### config.mk
export PLATFORM = sky130hd
export DESIGN_NAME = pcie_symbol_scheduler
export DESIGN_NICKNAME = d
export VERILOG_FILES = /design/src/rtl/pcie_symbol_scheduler_pkg.sv /design/src/rtl/pcie_symbol_scheduler_skp_timer.sv /design/src/rtl/pcie_symbol_scheduler.sv
export SDC_FILE = /design/constraint.sdc
export NUM_CORES = 1
export LEC_CHECK = 0
export BUFFER_PORTS_ARGS = -buffer_cell sky130_fd_sc_hd__buf_2
export CAP_MARGIN = 10
export CORE_AREA = 5 5 57 59
export CTS_CLUSTER_DIAMETER = 200
export DETAILED_ROUTE_END_ITERATION = 10
export DIE_AREA = 0 0 62 64
export PLACE_DENSITY = 0.72
export SLEW_MARGIN = 20
export SYNTH_ARGS = -nofsm -noshare
export SYNTH_HDL_FRONTEND = slang
export SYNTH_SLANG_ARGS = --single-unit
### constraint.sdc
create_clock -name CLK_2MHz -period 1.8 [get_ports CLK_2MHz]
set_input_delay 0.18 -clock CLK_2MHz [delete_from_list [all_inputs] [get_ports CLK_2MHz]]
set_output_delay 0.18 -clock CLK_2MHz [all_outputs]
set_load 0.03 [all_outputs]
### src/rtl/pcie_symbol_scheduler_pkg.sv
// Shared symbol-select codes, FSM state encoding and K/D classification for the PCIe symbol scheduler.
package pcie_symbol_scheduler_pkg;

    localparam logic [3:0] SEL_TLP = 4'd0;
    localparam logic [3:0] SEL_COM = 4'd1;
    localparam logic [3:0] SEL_PAD = 4'd2;
    localparam logic [3:0] SEL_SKP = 4'd3;
    localparam logic [3:0] SEL_STP = 4'd4;
    localparam logic [3:0] SEL_SDP = 4'd5;
    localparam logic [3:0] SEL_END = 4'd6;
    localparam logic [3:0] SEL_EDB = 4'd7;
    localparam logic [3:0] SEL_FTS = 4'd8;
    localparam logic [3:0] SEL_IDL = 4'd9;

    typedef enum logic [3:0] {
        ST_IDLE,
        ST_SKP_COM,
        ST_SKP_SKP,
        ST_STP,
        ST_TLP_DATA,
        ST_TLP_END,
        ST_TLP_EDB,
        ST_SDP,
        ST_DLLP_DATA,
        ST_DLLP_END
    } state_e;

    typedef enum logic {
        GRANT_TLP,
        GRANT_DLLP
    } grant_e;

    // Only data bytes (TLP or DLLP payload) travel as D-symbols.
    function automatic logic is_k_sym(input logic [3:0] sel);
        return sel != SEL_TLP;
    endfunction

endpackage

### src/rtl/pcie_symbol_scheduler_skp_timer.sv
// SKP ordered-set request timer: raises skp_pending every SKP_INTERVAL enabled cycles, zero latency.
// No backpressure; an unserved request that is re-raised sets the sticky overrun flag.
module pcie_symbol_scheduler_skp_timer #(
    parameter int SKP_INTERVAL = 16
) (
    input  logic clk_i,
    input  logic rst_n_i,
    input  logic enb_i,
    input  logic skp_take_i,
    output logic skp_pending_o,
    output logic skp_overrun_o
);

    localparam int CW = $clog2(SKP_INTERVAL);
    localparam logic [CW-1:0] CNT_LAST = CW'(SKP_INTERVAL - 1);

    logic [CW-1:0] cnt_q, cnt_d;
    logic          pending_q, pending_d;
    logic          overrun_q, overrun_d;

    always_comb begin
        cnt_d     = cnt_q;
        pending_d = pending_q;
        overrun_d = overrun_q;
        if (enb_i) begin
            if (cnt_q == CNT_LAST) begin
                // A fresh request always wins over a same-cycle take.
                cnt_d     = '0;
                pending_d = 1'b1;
                overrun_d = overrun_q | pending_q;
            end else begin
                cnt_d = cnt_q + CW'(1);
                if (skp_take_i) begin
                    pending_d = 1'b0;
                end
            end
        end
    end

    always_ff @(posedge clk_i) begin
        if (!rst_n_i) begin
            cnt_q     <= '0;
            pending_q <= 1'b0;
            overrun_q <= 1'b0;
        end else begin
            cnt_q     <= cnt_d;
            pending_q <= pending_d;
            overrun_q <= overrun_d;
        end
    end

    assign skp_pending_o = pending_q;
    assign skp_overrun_o = overrun_q;

endmodule

### src/rtl/pcie_symbol_scheduler.sv
// PCIe TX symbol scheduler: STP/SDP one cycle after a grant in IDLE, data accepted the cycle after.
// Sources are held off (ready low) outside their data phase; ENB low stalls every register.
module pcie_symbol_scheduler
    import pcie_symbol_scheduler_pkg::*;
#(
    parameter int SKP_INTERVAL = 16,
    parameter int SKP_COUNT    = 3,
    parameter int MAX_TLP_LEN  = 16,
    parameter int DLLP_LEN     = 6
) (
    input  logic       CLK_2MHz,
    input  logic       reset,
    input  logic       ENB,
    input  logic       tlp_valid,
    input  logic       tlp_last,
    output logic       tlp_ready,
    input  logic       dllp_valid,
    output logic       dllp_ready,
    output logic [3:0] CTRL_SEL,
    output logic       SYM_K,
    output logic       tlp_abort,
    output logic       skp_overrun
);

    localparam logic [7:0] SKP_LAST  = 8'(SKP_COUNT - 1);
    localparam logic [7:0] TLP_LAST  = 8'(MAX_TLP_LEN - 1);
    localparam logic [7:0] DLLP_LAST = 8'(DLLP_LEN - 1);

    state_e     state_q;
    grant_e     last_grant_q;
    logic [7:0] beat_q;
    logic       skp_pending;
    logic       skp_take;

    assign skp_take = (state_q == ST_SKP_COM);

    pcie_symbol_scheduler_skp_timer #(
        .SKP_INTERVAL(SKP_INTERVAL)
    ) u_skp_timer (
        .clk_i        (CLK_2MHz),
        .rst_n_i      (reset),
        .enb_i        (ENB),
        .skp_take_i   (skp_take),
        .skp_pending_o(skp_pending),
        .skp_overrun_o(skp_overrun)
    );

    always_ff @(posedge CLK_2MHz) begin
        if (!reset) begin
            state_q      <= ST_IDLE;
            beat_q       <= '0;
            last_grant_q <= GRANT_DLLP;
        end else if (ENB) begin
            case (state_q)
                ST_IDLE: begin
                    if (skp_pending) begin
                        state_q <= ST_SKP_COM;
                    end else if (tlp_valid && dllp_valid) begin
                        state_q <= (last_grant_q == GRANT_DLLP) ? ST_STP : ST_SDP;
                    end else if (tlp_valid) begin
                        state_q <= ST_STP;
                    end else if (dllp_valid) begin
                        state_q <= ST_SDP;
                    end
                end
                ST_SKP_COM: begin
                    beat_q  <= '0;
                    state_q <= ST_SKP_SKP;
                end
                ST_SKP_SKP: begin
                    beat_q <= beat_q + 8'd1;
                    if (beat_q == SKP_LAST) begin
                        state_q <= ST_IDLE;
                    end
                end
                ST_STP: begin
                    last_grant_q <= GRANT_TLP;
                    beat_q       <= '0;
                    state_q      <= ST_TLP_DATA;
                end
                ST_TLP_DATA: begin
                    if (tlp_valid) begin
                        beat_q <= beat_q + 8'd1;
                        if (tlp_last) begin
                            state_q <= ST_TLP_END;
                        end else if (beat_q == TLP_LAST) begin
                            state_q <= ST_TLP_EDB;
                        end
                    end else begin
                        state_q <= ST_IDLE;
                    end
                end
                ST_SDP: begin
                    last_grant_q <= GRANT_DLLP;
                    beat_q       <= '0;
                    state_q      <= ST_DLLP_DATA;
                end
                ST_DLLP_DATA: begin
                    if (dllp_valid) begin
                        beat_q <= beat_q + 8'd1;
                        if (beat_q == DLLP_LAST) begin
                            state_q <= ST_DLLP_END;
                        end
                    end else begin
                        state_q <= ST_IDLE;
                    end
                end
                default: state_q <= ST_IDLE;
            endcase
        end
    end

    always_comb begin
        CTRL_SEL   = SEL_IDL;
        tlp_ready  = 1'b0;
        dllp_ready = 1'b0;
        tlp_abort  = 1'b0;
        case (state_q)
            ST_SKP_COM: CTRL_SEL = SEL_COM;
            ST_SKP_SKP: CTRL_SEL = SEL_SKP;
            ST_STP:     CTRL_SEL = SEL_STP;
            ST_SDP:     CTRL_SEL = SEL_SDP;
            ST_TLP_END, ST_DLLP_END: CTRL_SEL = SEL_END;
            ST_TLP_EDB: begin
                CTRL_SEL  = SEL_EDB;
                tlp_abort = 1'b1;
            end
            ST_TLP_DATA: begin
                // A missing beat mid-packet nullifies the TLP on the spot.
                if (tlp_valid) begin
                    CTRL_SEL  = SEL_TLP;
                    tlp_ready = 1'b1;
                end else begin
                    CTRL_SEL  = SEL_EDB;
                    tlp_abort = 1'b1;
                end
            end
            ST_DLLP_DATA: begin
                if (dllp_valid) begin
                    CTRL_SEL   = SEL_TLP;
                    dllp_ready = 1'b1;
                end else begin
                    CTRL_SEL  = SEL_EDB;
                    tlp_abort = 1'b1;
                end
            end
            default: CTRL_SEL = SEL_IDL;
        endcase
        if (!reset || !ENB) begin
            CTRL_SEL   = SEL_IDL;
            tlp_ready  = 1'b0;
            dllp_ready = 1'b0;
            tlp_abort  = 1'b0;
        end
        SYM_K = is_k_sym(CTRL_SEL);
    end

endmodule

==> results.py, run 1 <==
metrics = {
    "synthesis": {
        "async_flop_share": 0,
        "synth_top_family_by_area": "simple AND/OR/NAND/NOR gates",
        "avgSynthCellArea_um2": 8.09,
        "yosys_warnings": 0,
        "ys_seq_area_frac": 0.281,
        "synth_edf_count": 0,
        "synth_cell_types": 45,
        "yosys.area_share.adder": 0.0370,
        "syn_inst": 167,
        "yosys.area_share.simple": 0.298,
        "synth_compound_area_frac": 0.279,
        "syn_nets": 177,
        "synthesis.area_um2": 1350,
        "synth_xor_area_frac": 0.0130,
        "synth_ff_type": "dfxtp_1",
        "muxShareOfSynthArea": 0.0296,
        "synth-seq-cells": 19,
    },
    "finish": {
        "fin_cells": 239,
        "nets": 219,
        "layout_common_cells": "32 x buf_4, 15 x nand2_1, 15 x dfxtp_1",
        "layout_commonest_cell": "buf_4",
        "syn2layout_area_growth_pct": 40.1,
        "final_util": 0.711,
        "final_cell_area_um2": 1890,
        "layout-drive-gt1-share": 0.438,
        "antenna_cells": 0,
    },
    "global_route": {
        "grt_pass1_vias": 1421,
        "grt-ovfl-total": 0,
        "grt_max_degree": 23,
        "grt_usage": 0.218,
        "antenna_found_initial": 0,
        "grt_first_pass_wirelength_um": 6640,
    },
    "die": {
        "num_rows": 19,
        "die_x_um": 62,
        "io_pins": 15,
        "die_y_um": 64,
        "die_area_um2": 3970,
        "start_util": 0.508,
        "core_area_um2": 2660,
    },
    "critical_path": {
        "slowest_delay_ns": 0.37,
        "startpoint_type": "flip-flop",
        "cp.required_ns": 1.62,
        "crit_fanout": 11,
        "critical_path_class": "flip-flop to output pin",
        "critical-path-top-delay-family": "compound AO/OA/AOI/OAI gates",
        "cp.arrival_ns": 1.87,
        "cp_slowest_cell": "a221o_1",
        "cp_cell_sequence": "buf_4 -> nor2_4 -> o21a_1 -> o22ai_1 -> a221o_1 -> a21oi_4 -> buf_6",
        "critical_path_buf_inv_count": 2,
        "end_kind": "output pin",
    },
    "power_and_ir_drop": {
        "pwr_density_cell_nw_per_um2": 837,
        "pwr-share-seq": 0.309,
        "swShare": 0.392,
        "p_clk_frac": 0.137,
        "ir_drop_mv": 0.574,
        "leakagePower_nw": 0.749,
        "p_int_mw": 0.964,
        "p_sw_mw": 0.621,
        "combPwrFrac": 0.554,
        "power.total_mw": 1.58,
    },
    "placed_design": {
        "place_congestion": 0.931,
        "numPortBuffers": 14,
        "place_worst_setup_slack_ns": -0.127,
        "place_area_um2": 1640,
        "hpwl_um": 2800,
        "dp.cells": 230,
    },
    "sta": {
        "min_period_ns": 2.05,
        "maxClockFrequency_mhz": 488,
        "maxSlewViolCount": 0,
        "worst_slack_ns": -0.247,
        "fin_crit_sh": 1.14,
        "max-slew-margin-rel": 0.656,
        "hold_ws_ns": 0.345,
        "rsz0062_at_grt": "true",
        "hold_violations": 0,
        "tightestPinTransition_ns": 0.511,
        "setup_violations": 8,
        "fin_skew_ns": 0.00381,
        "setup_tns_ns": -1.23,
    },
    "cts": {
        "insertion_delay_ns": 0.30,
        "clockRootBuffer": "clkbuf_4",
        "cts_buffers": 3,
        "cts.clk_slew.worst_paths_ns": 0.11,
        "cts_tree": "yes",
        "cts.sinks": 19,
        "clockBufferDepth": 2,
        "htree_levels": 1,
    },
    "routing": {
        "first_iter_violations": 58,
        "routedWlPerCell_um": 16.6,
        "viasPerCell": 5.87,
        "antenna_left": 0,
        "wl_um": 3960,
        "drc_errors": 0,
        "dr.pass1.iters": 4,
        "vias": 1404,
    },
    "run_status": {
        "status": "finished, violations left",
        "violations": "setup timing",
    },
    "flow_run": {
        "cap_violations": 0,
    },
    "hold_path": {
        "hp-class": "input port to flip-flop",
    },
}
==> kinds of logic after synthesis <==
| kind of cell | count (synthesis) |
|---|---|
| flops | 19 |
| mux | 4 |
| compound gates | 48 |
| simple gates | 71 |
| fa+ha+maj | 4 |
| buf+inv | 19 |
| xor+xnor | 2 |
==> synth_stat cells, drive strengths merged (3+ instances only) <==
master / instances / area, um^2
or4: 3 / 33.8
mux2i: 4 / 40.0
or2: 3 / 18.8
a21oi: 11 / 55.1
nand3b: 3 / 22.5
nor2: 12 / 47.6
o211ai: 3 / 22.5
o221a: 5 / 56.3
nand3: 6 / 30.0
clkbuf: 8 / 30.0
o22ai: 3 / 18.8
inv: 8 / 30.0
ha: 4 / 50.1
dfxtp: 19 / 380
o21ai: 10 / 50.1
buf: 3 / 23.8
nor2b: 7 / 43.8
nand2b: 7 / 43.8
nor3b: 3 / 22.5
nand2: 16 / 60.1
==> layout make-up <==
type / instances / area, um^2
Timing Repair Buffer: 48 / 377
Clock buffer: 3 / 22.5
Fill cell: 200 / 769
Multi-Input combinational cell: 129 / 1030
Inverter: 8 / 30.0
Tap cell: 31 / 38.8
Clock inverter: 1 / 5.00
Sequential cell: 19 / 388
==> worst register-to-register path: stages, from the launching register on <==
cell and delay (ns):
dfxtp_2 0.35, buf_4 0.13, or4_4 0.53, or4_4 0.44, o2111ai_4 0.14, nor2_2 0.07
o221a_1 0.23
==> power groups by stage <==
| stage | combinational (mW) | clock, mW | sequential, mW |
|---|---|---|---|
| 3_3_place_gp | 0.664 | 0 | 0.488 |
| 5_1_grt | 0.939 | 0.255 | 0.492 |
| 6_report | 0.878 | 0.217 | 0.489 |
| 4_1_cts | 0.774 | 0.223 | 0.484 |
| 2_1_floorplan | 0.457 | 0 | 0.473 |
| 3_5_place_dp | 0.686 | 0 | 0.489 |
==> registers in the layout, summed over array words and instances (netlist names) <==
register	flops
beat_q	8
state_q	4
u_skp_timer.cnt_q	4
last_grant_q	1
u_skp_timer.skp_overrun_o	1
u_skp_timer.skp_pending_o	1
==> metal layers <==
metal  global-route usage  part of all wire  wire, um  vias to the layer above
li1                     -                 -         -                      693
met1                0.272              0.42      1640                      659
met2                0.361              0.53      2100                       45
met3               0.0443             0.040       158                        7
met4               0.0743             0.013        52                        0
met5                    0                 0         0                        -
==> final timing paths <==
check                             from                   endpoint  slack, ns  depth (start not counted)
max reg2reg                 state_q[2]                 state_q[2]      -0.18                          6
max                         state_q[1]                CTRL_SEL[2]      -0.25                          7
min reg2reg  u_skp_timer.skp_overrun_o  u_skp_timer.skp_overrun_o       0.51                          2
min                              reset               last_grant_q       0.34                          3
==> repair_timing <==
| action | in CTS | in global routing |
|---|---|---|
| pin swaps | 7 | 11 |
| resized for setup | 32 | 17 |
| setup endpoints to repair | 10 | 19 |
| hold buffers | 0 | 0 |
| hold endpoints to repair | 0 | 0 |
| setup buffers | 4 | 3 |
No activity file was read; power rests on OpenSTA's default activity.
==> inputs of run 2 (changes only) <==
- REMOVE_ABC_BUFFERS: not set -> 1
==> results.py, run 2 (synthesis gave the netlist of run 1 again) <==
metrics = {
    "run_status": {
        "status": "finished, violations left",
        "violations": "setup timing",
    },
    "finish": {
        "syn2layout_area_growth_pct": 33.0,
        "layout_commonest_cell": "buf_4",
        "nets": 215,
        "antenna_cells": 0,
        "layout_common_cells": "29 x buf_4, 15 x nand2_1, 15 x dfxtp_1",
        "top_register": "beat_q",
        "final_util": 0.675,
        "reg_top3": "beat_q (8), state_q (4), u_skp_timer.cnt_q (4)",
        "layout-drive-gt1-share": 0.377,
        "largest_register_ffs": 8,
    },
    "die": {
        "start_util": 0.508,
        "io_pins": 15,
        "num_rows": 19,
        "die_x_um": 62,
        "die_area_um2": 3970,
        "die_y_um": 64,
        "core_area_um2": 2660,
    },
    "sta": {
        "fin_skew_ns": 0.00232,
        "worst_slack_ns": -0.234,
        "rsz0062_at_grt": "true",
        "tightestPinTransition_ns": 0.482,
        "maxSlewViolCount": 0,
        "max-slew-margin-rel": 0.674,
        "fin_crit_sh": 1.13,
        "maxClockFrequency_mhz": 492,
        "min_period_ns": 2.03,
        "setup_violations": 12,
        "hold_violations": 0,
    },
    "routing": {
        "dr.pass1.iters": 4,
        "first_iter_violations": 111,
        "drc_errors": 0,
        "routedWlPerCell_um": 17.4,
        "viasPerCell": 6.18,
        "vias": 1452,
        "antenna_left": 0,
        "wl_um": 4100,
    },
    "placed_design": {
        "place_congestion": 0.931,
        "hpwl_um": 2720,
        "numPortBuffers": 14,
    },
    "critical_path": {
        "startpoint_type": "flip-flop",
        "cp.required_ns": 1.62,
        "end_kind": "output pin",
        "crit_fanout": 9,
        "critical_path_class": "flip-flop to output pin",
        "cp.arrival_ns": 1.85,
    },
    "flow_run": {
        "cap_violations": 0,
    },
    "power_and_ir_drop": {
        "pwr_density_cell_nw_per_um2": 843,
        "leakagePower_nw": 0.706,
        "power.total_mw": 1.51,
        "ir_drop_mv": 0.583,
    },
    "cts": {
        "cts_buffers": 3,
        "htree_levels": 1,
        "cts.clk_slew.worst_paths_ns": 0.11,
        "clockRootBuffer": "clkbuf_4",
        "cts_tree": "yes",
        "cts.sinks": 19,
        "clockBufferDepth": 2,
        "insertion_delay_ns": 0.31,
    },
    "global_route": {
        "antenna_found_initial": 0,
        "grt_usage": 0.220,
        "grt-ovfl-total": 0,
        "grt_max_degree": 23,
        "grt_pass1_vias": 1418,
        "grt_first_pass_wirelength_um": 6710,
    },
    "hold_path": {
        "hp-class": "input port to flip-flop",
    },
}
[run 2: changes by cell type in the layout (fill, tap and decap cells not counted), moves of 2 or more]
cell	change
a21oi_1	+2
buf_4	-3
nand2b_1	+2
nand2b_4	-2
o22ai_1	+2
o22ai_2	-2
o32ai_1	+2
o32ai_2	-2
[run 2: power by group]
| part | switching [mW] | internal (mW) | leakage, nW |
|---|---|---|---|
| Sequential | 0.0324 | 0.453 | 0.156 |
| Combinational | 0.425 | 0.377 | 0.535 |
| Clock | 0.141 | 0.0866 | 0.0150 |
[run 2: final cells by class]
type | instances | area (um^2)
clock buffer | 4 | 26.3
fill | 219 | 866
inverter | 8 | 30.0
multi-input combinational | 129 | 965
sequential | 19 | 388
tap | 31 | 38.8
timing repair buffer | 44 | 349
[run 2: path summary, 6_finish.rpt]
kind	from	endpoint	slack, ns	cells past startpoint
worst min register to register	last_grant_q	last_grant_q	0.51	2
worst min-delay path	reset	last_grant_q	0.30	3
worst max register to register	state_q[2]	state_q[2]	-0.20	6
worst max-delay path	state_q[1]	CTRL_SEL[1]	-0.23	7
[run 2: timing repair]
| action | CTS | global route |
|---|---|---|
| gates cloned | 0 | 0 |
| gates resized for setup | 25 | 17 |
| hold buffers | 0 | 0 |
| setup endpoints to repair | 10 | 20 |
| pin swaps | 11 | 6 |
| setup buffers | 4 | 1 |
[run 2: layer usage]
layer  track usage  routed length (um)
met1         0.264                1540
met2         0.378                2160
met3        0.0443                 251
met4        0.0743                 152
met5             0                   0
[run 2: per-stage QoR]
step	hold WS, ns	cell area, um^2	setup TNS [ns]	worst slack [ns]	std cells
after floorplan	0.269	1300	-1.34	-0.277	156
after global placement	0.458	1590	-0.152	-0.0410	226
after detailed placement	0.481	1590	-0.279	-0.0760	226
after CTS	0.294	1730	-1.27	-0.234	234
after global routing	0.317	1800	-2.33	-0.291	235
final	0.298	1800	-1.43	-0.234	235
[run 2: critical path, cell delays in order (launching register included)]
cell     delay (ns)
dfxtp_1        0.33
buf_4          0.17
nor2_2         0.15
o21a_1         0.19
o22ai_1        0.08
a221o_1        0.34
a21oi_2        0.14
buf_6          0.15
==> inputs of run 3 (changes only) <==
- CORE_AREA: 5 5 57 59 -> 5 5 55 57
- DIE_AREA: 0 0 62 64 -> 0 0 60 62
- PLACE_DENSITY: 0.72 -> 0.74
- clock period: 1.8 -> 2.1 ns (I/O delays scaled with it)
==> results.py, run 3 (synthesis gave the netlist of run 1 again) <==
metrics = {
    "critical_path": {
        "critical_path_class": "flip-flop to output pin",
        "crit_fanout": 6,
        "cp.required_ns": 1.89,
        "startpoint_type": "flip-flop",
        "end_kind": "output pin",
        "cp.arrival_ns": 1.88,
    },
    "routing": {
        "dr.pass1.iters": 5,
        "first_iter_violations": 63,
        "viasPerCell": 6.25,
        "antenna_left": 0,
        "wl_um": 3410,
        "vias": 1349,
        "drc_errors": 0,
        "routedWlPerCell_um": 15.8,
    },
    "placed_design": {
        "hpwl_um": 2440,
        "dp.cells": 209,
        "place_congestion": 0.899,
        "numPortBuffers": 14,
        "place_worst_setup_slack_ns": 0.148,
    },
    "finish": {
        "syn2layout_area_growth_pct": 15.4,
        "top_register": "beat_q",
        "largest_register_ffs": 8,
        "fin_cells": 216,
        "fillers": 214,
        "nets": 197,
        "layout_common_cells": "17 x dfxtp_1, 16 x nand2_1, 12 x buf_4",
        "layout_commonest_cell": "dfxtp_1",
        "layout-drive-gt1-share": 0.258,
        "reg_top3": "beat_q (8), state_q (4), u_skp_timer.cnt_q (4)",
        "antenna_cells": 0,
    },
    "sta": {
        "min_period_ns": 2.09,
        "setup_tns_ns": 0,
        "hold_violations": 0,
        "tightestPinTransition_ns": 0.483,
        "worst_slack_ns": 0.00681,
        "hold_ws_ns": 0.356,
        "fin_crit_sh": 0.997,
        "rsz0062_at_grt": "true",
        "max-slew-margin-rel": 0.675,
        "setup_violations": 0,
        "maxClockFrequency_mhz": 478,
        "maxSlewViolCount": 0,
        "fin_skew_ns": 0.0106,
    },
    "die": {
        "start_util": 0.556,
        "die_area_um2": 3720,
        "io_pins": 15,
        "die_y_um": 62,
        "die_x_um": 60,
        "num_rows": 18,
        "core_area_um2": 2430,
    },
    "cts": {
        "cts.sinks": 19,
        "clockRootBuffer": "clkbuf_4",
        "cts.clk_slew.worst_paths_ns": 0.13,
        "insertion_delay_ns": 0.31,
        "clockBufferDepth": 2,
        "cts_buffers": 3,
        "htree_levels": 1,
        "cts_tree": "yes",
    },
    "global_route": {
        "antenna_found_initial": 0,
        "grt_first_pass_wirelength_um": 5750,
        "grt_max_degree": 23,
        "grtUsageMet2": 0.340,
        "grt-ovfl-total": 0,
        "grt_usage": 0.204,
        "gr-usage-met1": 0.261,
        "globalRouteMet3Util": 0.0372,
        "top_usage_layer": "met2",
        "grt_pass1_vias": 1253,
    },
    "power_and_ir_drop": {
        "leakagePower_nw": 0.595,
        "ir_drop_mv": 0.444,
        "pwr_density_cell_nw_per_um2": 733,
        "power.total_mw": 1.14,
    },
    "flow_run": {
        "cap_violations": 0,
    },
    "hold_path": {
        "hp-class": "input port to flip-flop",
    },
    "run_status": {
        "status": "finished clean",
    },
}
[run 3: cell types whose count changed in the layout (fill, tap and decap cells not counted), moves of 2 or more]
cell	delta
nor2_4	-3
buf_4	-17
o21ai_0	+2
dfxtp_2	-2
dfxtp_1	+2
nor2_1	+5
nor2_2	-2
buf_2	+5
o21ai_1	-2
buf_6	-6
[run 3: metrics by stage]
step | cell area (um^2) | utilization
after detailed placement | 1470 | 0.605
after global routing | 1560 | 0.641
after global placement | 1470 | 0.605
after floorplan | 1300 | -
final | 1560 | 0.641
after CTS | 1520 | 0.626
[run 3: path summary, 6_finish.rpt]
check | from | slack [ns] | end | depth (start not counted)
setup / recovery | state_q[2] | 0.007 | CTRL_SEL[1] | 7
setup reg to reg | state_q[2] | 0.03 | state_q[2] | 6
hold reg to reg | beat_q[7] | 0.50 | beat_q[7] | 2
hold / removal | reset | 0.36 | last_grant_q | 3
[run 3: critical path, cell delays in order (launching register included)]
cell     delay, ns
dfxtp_4       0.38
buf_6         0.13
nor3b_2       0.16
o21a_1        0.19
o22ai_1       0.07
a221o_1       0.37
a21oi_2       0.13
buf_6         0.14
[run 3: timing repair]
item / in CTS / in global routing
endpoints found under the setup margin: 3 / 3
setup buffers: 1 / 2
gates resized for setup: 5 / 7
hold buffers: 0 / 0
pin swaps: 1 / 5
[run 3: per-layer routing]
| metal | routed length (um) | part of all wire |
|---|---|---|
| met1 | 1480 | 0.43 |
| met2 | 1650 | 0.48 |
| met3 | 214 | 0.063 |
| met4 | 65 | 0.019 |
| met5 | 0 | 0 |
[run 3: area by class of cell]
cell class,count,area [um^2],share of cell area
Multi-Input combinational cell,129,900,0.577
Sequential cell,19,385,0.247
Timing Repair Buffer,26,179,0.115
Tap cell,30,37.5,0.0241
Inverter,8,30.0,0.0193
Clock buffer,3,22.5,0.0144
Clock inverter,1,5.00,0.00321
[run 3: power breakdown]
part           switching, mW  leakage (nW)  internal [mW]
sequential            0.0308         0.156          0.388
combinational          0.300         0.422          0.226
clock                  0.127        0.0177         0.0710
total                  0.458         0.595          0.685
